File: src/rtl/dcache_miss_ctrl.sv
`default_nettype none
// ============================================================================
// Module   : dcache_miss_ctrl
// Purpose  : Miss/flush sequencer for the set-associative data cache.
//            Runs multi-word write-backs, fills and coherence upgrades
//            between the cache arrays and the bus/coherence controller.
//            On halt it walks every set and way, writes back dirty blocks
//            and then raises flushed.
// Ports    : CLK/nRST          clock, asynchronous active-low reset
//            halt/enable/...   core request and array lookup results
//            cache_*           array index/way/offset select
//            load_data ...     array write strobes
//            dREN/dWEN/daddr/dstore, cctrans/ccwrite, mem_ready  bus side
//            hit_count         hit statistic, written out after flush
//            flushed           flush complete
// Options  : DCACHE_HIT_COUNT_WRITE_EN - after the flush walk, write
//            hit_count to address 0x3100 before entering HALTED.
// Revision : 1.0 - initial parametrised release
// ============================================================================
module dcache_miss_ctrl #(
    parameter  int SETS  = 8,
    parameter  int WAYS  = 2,
    parameter  int WORDS = 2,
    localparam int IDX_W = $clog2(SETS),
    localparam int WAY_W = (WAYS > 1) ? $clog2(WAYS) : 1,
    localparam int OFF_W = $clog2(WORDS),
    localparam int TAG_W = 30 - IDX_W - OFF_W
) (
    input  logic             CLK,
    input  logic             nRST,
    input  logic             halt,
    input  logic             enable,
    input  logic [31:0]      dmemaddr,
    input  logic             will_modify,
    input  logic             hit,
    input  logic             hit_dirty,
    input  logic [WAY_W-1:0] victim_way,
    input  logic [TAG_W-1:0] rd_tag,
    input  logic             rd_dirty,
    input  logic [31:0]      rd_data,
    output logic [IDX_W-1:0] cache_idx,
    output logic [WAY_W-1:0] cache_way,
    output logic [OFF_W-1:0] cache_off,
    output logic             load_data,
    output logic             set_valid,
    output logic             write_tag,
    output logic             clear_dirty,
    output logic             inv_complete,
    output logic             dREN,
    output logic             dWEN,
    output logic [31:0]      daddr,
    output logic [31:0]      dstore,
    output logic             cctrans,
    output logic             ccwrite,
    input  logic             mem_ready,
    input  logic [31:0]      hit_count,
    output logic             flushed
);

    typedef enum logic [3:0] {
        S_IDLE     = 4'd0,
        S_WB       = 4'd1,
        S_FILL     = 4'd2,
        S_UPGRADE  = 4'd3,
        S_WAIT_HIT = 4'd4,
        S_FL_CHECK = 4'd5,
        S_FL_WB    = 4'd6,
        S_HALTED   = 4'd7
`ifdef DCACHE_HIT_COUNT_WRITE_EN
        , S_HIT_WR = 4'd8
`endif
    } state_t;

`ifdef DCACHE_HIT_COUNT_WRITE_EN
    localparam state_t c_FLUSH_DONE = S_HIT_WR;
    wire w_unused_bits = ^dmemaddr[1:0];
`else
    localparam state_t c_FLUSH_DONE = S_HALTED;
    wire w_unused_bits = ^{dmemaddr[1:0], hit_count};
`endif

    localparam logic [OFF_W-1:0] c_LAST_WORD = OFF_W'(WORDS - 1);
    localparam logic [WAY_W-1:0] c_LAST_WAY  = WAY_W'(WAYS - 1);
    localparam logic [IDX_W-1:0] c_LAST_SET  = IDX_W'(SETS - 1);

    state_t           r_state, w_next_state;
    logic [OFF_W-1:0] r_word_cnt;
    logic [IDX_W-1:0] r_set_cnt;
    logic [WAY_W-1:0] r_way_cnt;
    logic [WAY_W-1:0] r_vway;

    // Fields of the core address
    wire [TAG_W-1:0] w_addr_tag = dmemaddr[31 -: TAG_W];
    wire [IDX_W-1:0] w_addr_idx = dmemaddr[2+OFF_W +: IDX_W];
    wire [OFF_W-1:0] w_addr_off = dmemaddr[2 +: OFF_W];

    wire w_last_word = (r_word_cnt == c_LAST_WORD);
    wire w_beat_done = mem_ready && w_last_word;
    wire w_flush_end = (r_way_cnt == c_LAST_WAY) && (r_set_cnt == c_LAST_SET);

    logic w_word_inc;    // current beat accepted, step to next word
    logic w_burst_done;  // last beat accepted, rewind word counter
    logic w_advance;     // flush walk moves to the next way/set

    always_ff @(posedge CLK or negedge nRST) begin
        if (!nRST) begin
            r_state    <= S_IDLE;
            r_word_cnt <= '0;
            r_set_cnt  <= '0;
            r_way_cnt  <= '0;
            r_vway     <= '0;
        end else begin
            r_state <= w_next_state;
            if (w_burst_done)
                r_word_cnt <= '0;
            else if (w_word_inc)
                r_word_cnt <= r_word_cnt + 1'b1;
            if (w_advance) begin
                if (r_way_cnt == c_LAST_WAY) begin
                    r_way_cnt <= '0;
                    r_set_cnt <= r_set_cnt + 1'b1;
                end else begin
                    r_way_cnt <= r_way_cnt + 1'b1;
                end
            end
            // The LRU victim may change once the fill updates LRU, so the
            // way being serviced is frozen for the whole transaction.
            if (r_state == S_IDLE && w_next_state != S_IDLE)
                r_vway <= victim_way;
        end
    end

    always_comb begin
        w_next_state = r_state;
        cache_idx    = w_addr_idx;
        cache_way    = victim_way;
        cache_off    = w_addr_off;
        load_data    = 1'b0;
        set_valid    = 1'b0;
        write_tag    = 1'b0;
        clear_dirty  = 1'b0;
        inv_complete = 1'b0;
        dREN         = 1'b0;
        dWEN         = 1'b0;
        daddr        = '0;
        dstore       = '0;
        cctrans      = 1'b0;
        ccwrite      = 1'b0;
        flushed      = 1'b0;
        w_word_inc   = 1'b0;
        w_burst_done = 1'b0;
        w_advance    = 1'b0;

        case (r_state)
            S_IDLE: begin
                if (halt)
                    w_next_state = S_FL_CHECK;
                else if (!enable)
                    w_next_state = S_IDLE;
                else if (!hit && rd_dirty)
                    w_next_state = S_WB;
                else if (!hit)
                    w_next_state = S_FILL;
                else if (will_modify && !hit_dirty)
                    w_next_state = S_UPGRADE;
            end
            S_WB: begin
                cache_off  = r_word_cnt;
                cache_way  = r_vway;
                dWEN       = 1'b1;
                cctrans    = 1'b1;
                daddr      = {rd_tag, w_addr_idx, r_word_cnt, 2'b00};
                dstore     = rd_data;
                w_word_inc = mem_ready;
                if (w_beat_done) begin
                    clear_dirty  = 1'b1;
                    w_burst_done = 1'b1;
                    w_next_state = S_FILL;
                end
            end
            S_FILL, S_UPGRADE: begin
                cache_off  = r_word_cnt;
                cache_way  = r_vway;
                dREN       = 1'b1;
                cctrans    = 1'b1;
                daddr      = {w_addr_tag, w_addr_idx, r_word_cnt, 2'b00};
                w_word_inc = mem_ready;
                if (r_state == S_FILL) begin
                    ccwrite   = will_modify;
                    load_data = mem_ready;
                    set_valid = w_beat_done;
                    write_tag = w_beat_done;
                end else begin
                    // Upgrade only gains exclusivity; the data already held is kept.
                    ccwrite      = 1'b1;
                    inv_complete = w_beat_done;
                end
                if (w_beat_done) begin
                    w_burst_done = 1'b1;
                    w_next_state = S_WAIT_HIT;
                end
            end
            S_WAIT_HIT: begin
                cache_way = r_vway;
                if (hit)
                    w_next_state = S_IDLE;
            end
            S_FL_CHECK: begin
                cache_idx = r_set_cnt;
                cache_way = r_way_cnt;
                cache_off = r_word_cnt;
                if (rd_dirty) begin
                    w_next_state = S_FL_WB;
                end else begin
                    w_advance    = 1'b1;
                    w_next_state = w_flush_end ? c_FLUSH_DONE : S_FL_CHECK;
                end
            end
            S_FL_WB: begin
                cache_idx  = r_set_cnt;
                cache_way  = r_way_cnt;
                cache_off  = r_word_cnt;
                dWEN       = 1'b1;
                cctrans    = 1'b1;
                daddr      = {rd_tag, r_set_cnt, r_word_cnt, 2'b00};
                dstore     = rd_data;
                w_word_inc = mem_ready;
                if (w_beat_done) begin
                    clear_dirty  = 1'b1;
                    w_burst_done = 1'b1;
                    w_advance    = 1'b1;
                    w_next_state = w_flush_end ? c_FLUSH_DONE : S_FL_CHECK;
                end
            end
`ifdef DCACHE_HIT_COUNT_WRITE_EN
            S_HIT_WR: begin
                cache_idx = r_set_cnt;
                cache_way = r_way_cnt;
                dWEN      = 1'b1;
                cctrans   = 1'b1;
                daddr     = 32'h0000_3100;
                dstore    = hit_count;
                if (mem_ready)
                    w_next_state = S_HALTED;
            end
`endif
            S_HALTED: begin
                cache_idx = r_set_cnt;
                cache_way = r_way_cnt;
                flushed   = 1'b1;
            end
            default: w_next_state = S_IDLE;
        endcase
    end

endmodule
`default_nettype wire

File: config.mk
export PLATFORM = sky130hd
export DESIGN_NAME = dcache_miss_ctrl
export DESIGN_NICKNAME = d
export VERILOG_FILES = /design/src/rtl/dcache_miss_ctrl.sv
export SDC_FILE = /design/constraint.sdc
export NUM_CORES = 1
export LEC_CHECK = 0
export CAP_MARGIN = 10
export CORE_AREA = 2 2 81 83
export CTS_BUF_LIST = sky130_fd_sc_hd__clkbuf_4 sky130_fd_sc_hd__clkbuf_8
export DETAILED_ROUTE_END_ITERATION = 10
export DIE_AREA = 0 0 83 85
export DONT_BUFFER_PORTS = 1
export HOLD_SLACK_MARGIN = 0.03
export RECOVER_POWER = 25
export SYNTH_ARGS = -nofsm -noshare
export SYNTH_HDL_FRONTEND = slang
export SYNTH_SLANG_ARGS = --single-unit
export TNS_END_PERCENT = 10
File: constraint.sdc
create_clock -name CLK -period 2.5 [get_ports CLK]
set_input_delay 0.125 -clock CLK [delete_from_list [all_inputs] [get_ports CLK]]
set_output_delay 0.125 -clock CLK [all_outputs]
set_load 0.005 [all_outputs]
==> flow_summary.ini <==
[logic_synthesis]
ys_warn_count = 0
async_flop_share_pct = 100
ys_seq_elements = 10
synth_edf_count = 0
ys.flop_type = dfrtp_1
avgSynthCellArea_sq_um = 7.81
seq_area_frac_synth_pct = 17.8
synth_cell_types = 45
synthCells = 180
synth_top_area_share_pct = 17.8
yosys-top-cells-area = dfrtp_1 18%, a22o_1 16%, and2_1 15%
synth_common_cells = 34 x and2_1, 26 x a22o_1, 12 x nand2_1, 12 x nor2_1, 10 x dfrtp_1
synth.most_common_cell = and2_1
synth_area_leader_cell = dfrtp_1
syn_area_sq_um = 1410

[global_routing]
grt_max_degree = 60
antenna_found_initial = 1
grt_pass1_wl_mm = 7.15
gr-total-overflow = 0
grt_pass1_vias = 1210
grt_use_total_pct = 13.6

[detailed_routing]
totalWireLength_mm = 5.27
drt-pass1-iter-count = 4
drc = 0
num_vias = 1336
ant_nets = 0
viasPerCell = 5.32
drt_iter0_drc = 24
wl_per_cell_um = 21.0

[finish]
area_delta_synth_final_pct = 5.60
fin_nets = 309
design_area_sq_um = 1490
drive_gt1_share_pct = 11.0
instances_no_fill = 251
fin_util_pct = 23.9

[timing]
relSlewSlack_pct = 52.8
holdWs_ns = 0.0491
setup_viol = 0
slew_viol_final = 0
rsz0062_at_grt = no
hold_viol = 0
clock_skew_ns = 0.000709
min_period_ns = 2.20
setup_ws_ns = 0.298
fmax_ghz = 0.454
post-route-period-util_pct = 88.1
tns_ns = 0
worstMarginPinSlew_ns = 0.708

[clock_network]
path_clk_slew_ns = 0.04
cts_root_buf = clkbuf_8
clk_latency_ns = 0.22
cts_resized = 0
tritoncts = yes
cts_max_level = 1
clk_path_buf_depth = 2
numCtsBuffers = 3
clkSinkCount = 10

[floorplan]
initial_core_util_pct = 22.7
die_h_um = 85
rows = 29
coreArea_sq_um = 6200
ios = 211
die_area_sq_um = 7060
dieWidth_um = 83

[placement]
gp_congestion = 0.848
dpl_cell_area_sq_um = 1450
placed_cells = 246
dp_hpwl_mm = 4.83
port_buffers = 0
post-place-ws_ns = 0.416

[worst_setup_path]
slowest_delay_ns = 0.56
criticalPathCategory = reg2reg
crit_arrival_ns = 2.31
path_max_fanout = 15
crit_buf_inv = 0
startpoint_type = flip-flop
cp_slowest_cell = dfrtp_1
cp-end-kind = flip-flop
critPathTopFamily = simple AND/OR/NAND/NOR gates
cp_data_required_time_ns = 2.61
crit_chain = nor2_1, nand2_1, a22oi_2, o22ai_2, o31ai_2, mux2_4

[power_and_ir_drop]
p_per_area_nw_per_um2 = 832
p_total_mw = 1.24
ir_drop_v = 0.000266
leakagePower_nw = 0.631

[hold_path]
hold_path_class = in2reg

[flow_run]
drv_cap = 0

[outcome]
outcome = completed
worst paths after layout:
| kind | startpoint | end | slack [ns] | cells past startpoint |
|---|---|---|---|---|
| max | r_state[1]$_DFF_PN0_ | r_vway$_DFFE_PN0P_ | 0.30 | 6 |
| min | victim_way | r_vway$_DFFE_PN0P_ | 0.05 | 1 |
| max reg2reg | r_state[1]$_DFF_PN0_ | r_vway$_DFFE_PN0P_ | 0.30 | 6 |
| min reg2reg | r_set_cnt[0]$_DFFE_PN0P_ | r_set_cnt[0]$_DFFE_PN0P_ | 0.53 | 1 |
| max in group asynchronous | nRST | r_state[0]$_DFF_PN0_ | 1.94 | 1 |
| min in group asynchronous | nRST | r_vway$_DFFE_PN0P_ | 0.27 | 1 |
layout make-up:
class,count,area (sq um)
fill,683,4720
multi-input combinational,146,1010
sequential,10,250
tap,77,96.3
timing repair buffer,4,42.5
clock buffer,3,41.3
inverter,10,37.5
antenna,1,2.50
registers in the layout (all words and copies together) (netlist names):
| name | cells |
|---|---|
| r_state | 4 |
| r_set_cnt | 3 |
| r_vway | 1 |
| r_way_cnt | 1 |
| r_word_cnt | 1 |
report_power, final:
part           leakage [nW]  internal, mW  switching (mW)
logic                 0.480         0.335           0.409
registers             0.129         0.213           0.125
clock network        0.0216         0.104          0.0481
total                 0.631         0.652           0.583
cell families (layout without fill, tap and decap cells):
logic type,Yosys count,count (layout),synth area share [%]
compound gates,57,57,33.2
flops,10,10,17.8
other cells,1,4,0.267
mux,4,4,3.38
buf+inv,26,17,10.1
simple gates,77,77,31.6
xor+xnor,3,3,1.87
fa+ha+maj,2,2,1.78
layout by cell type (no fill, tap or decap), types with 3 or more instances in the layout:
cell type / synthesis / layout
a22oi_1: 3 / 3
nor3_1: 3 / 3
inv_1: 9 / 10
nor2b_1: 4 / 4
o21ai_0: 9 / 9
conb_1: 1 / 3
nand2_1: 12 / 12
nand3_1: 3 / 4
and2_1: 34 / 33
xnor2_1: 3 / 3
a22o_1: 26 / 26
clkbuf_8: 0 / 3
dfrtp_1: 10 / 10
a21oi_1: 4 / 4
nor2_1: 12 / 12
metal layers:
layer / up-vias / part of all wire (%) / routed length (um) / GRT usage, %
met4: 0 / 1.3 / 67 / 4.17
met3: 4 / 9.1 / 480 / 4.67
met1: 631 / 39 / 2040 / 16.1
met5: - / 0 / 0 / 0
li1: 623 / - / - / -
met2: 78 / 51 / 2680 / 23.2
what timing repair did:
action,in CTS,in global routing
buffers inserted,0,0
hold buffers,1,0
endpoints found under the hold margin,10,0
No activity file was read; power rests on OpenSTA's default activity.
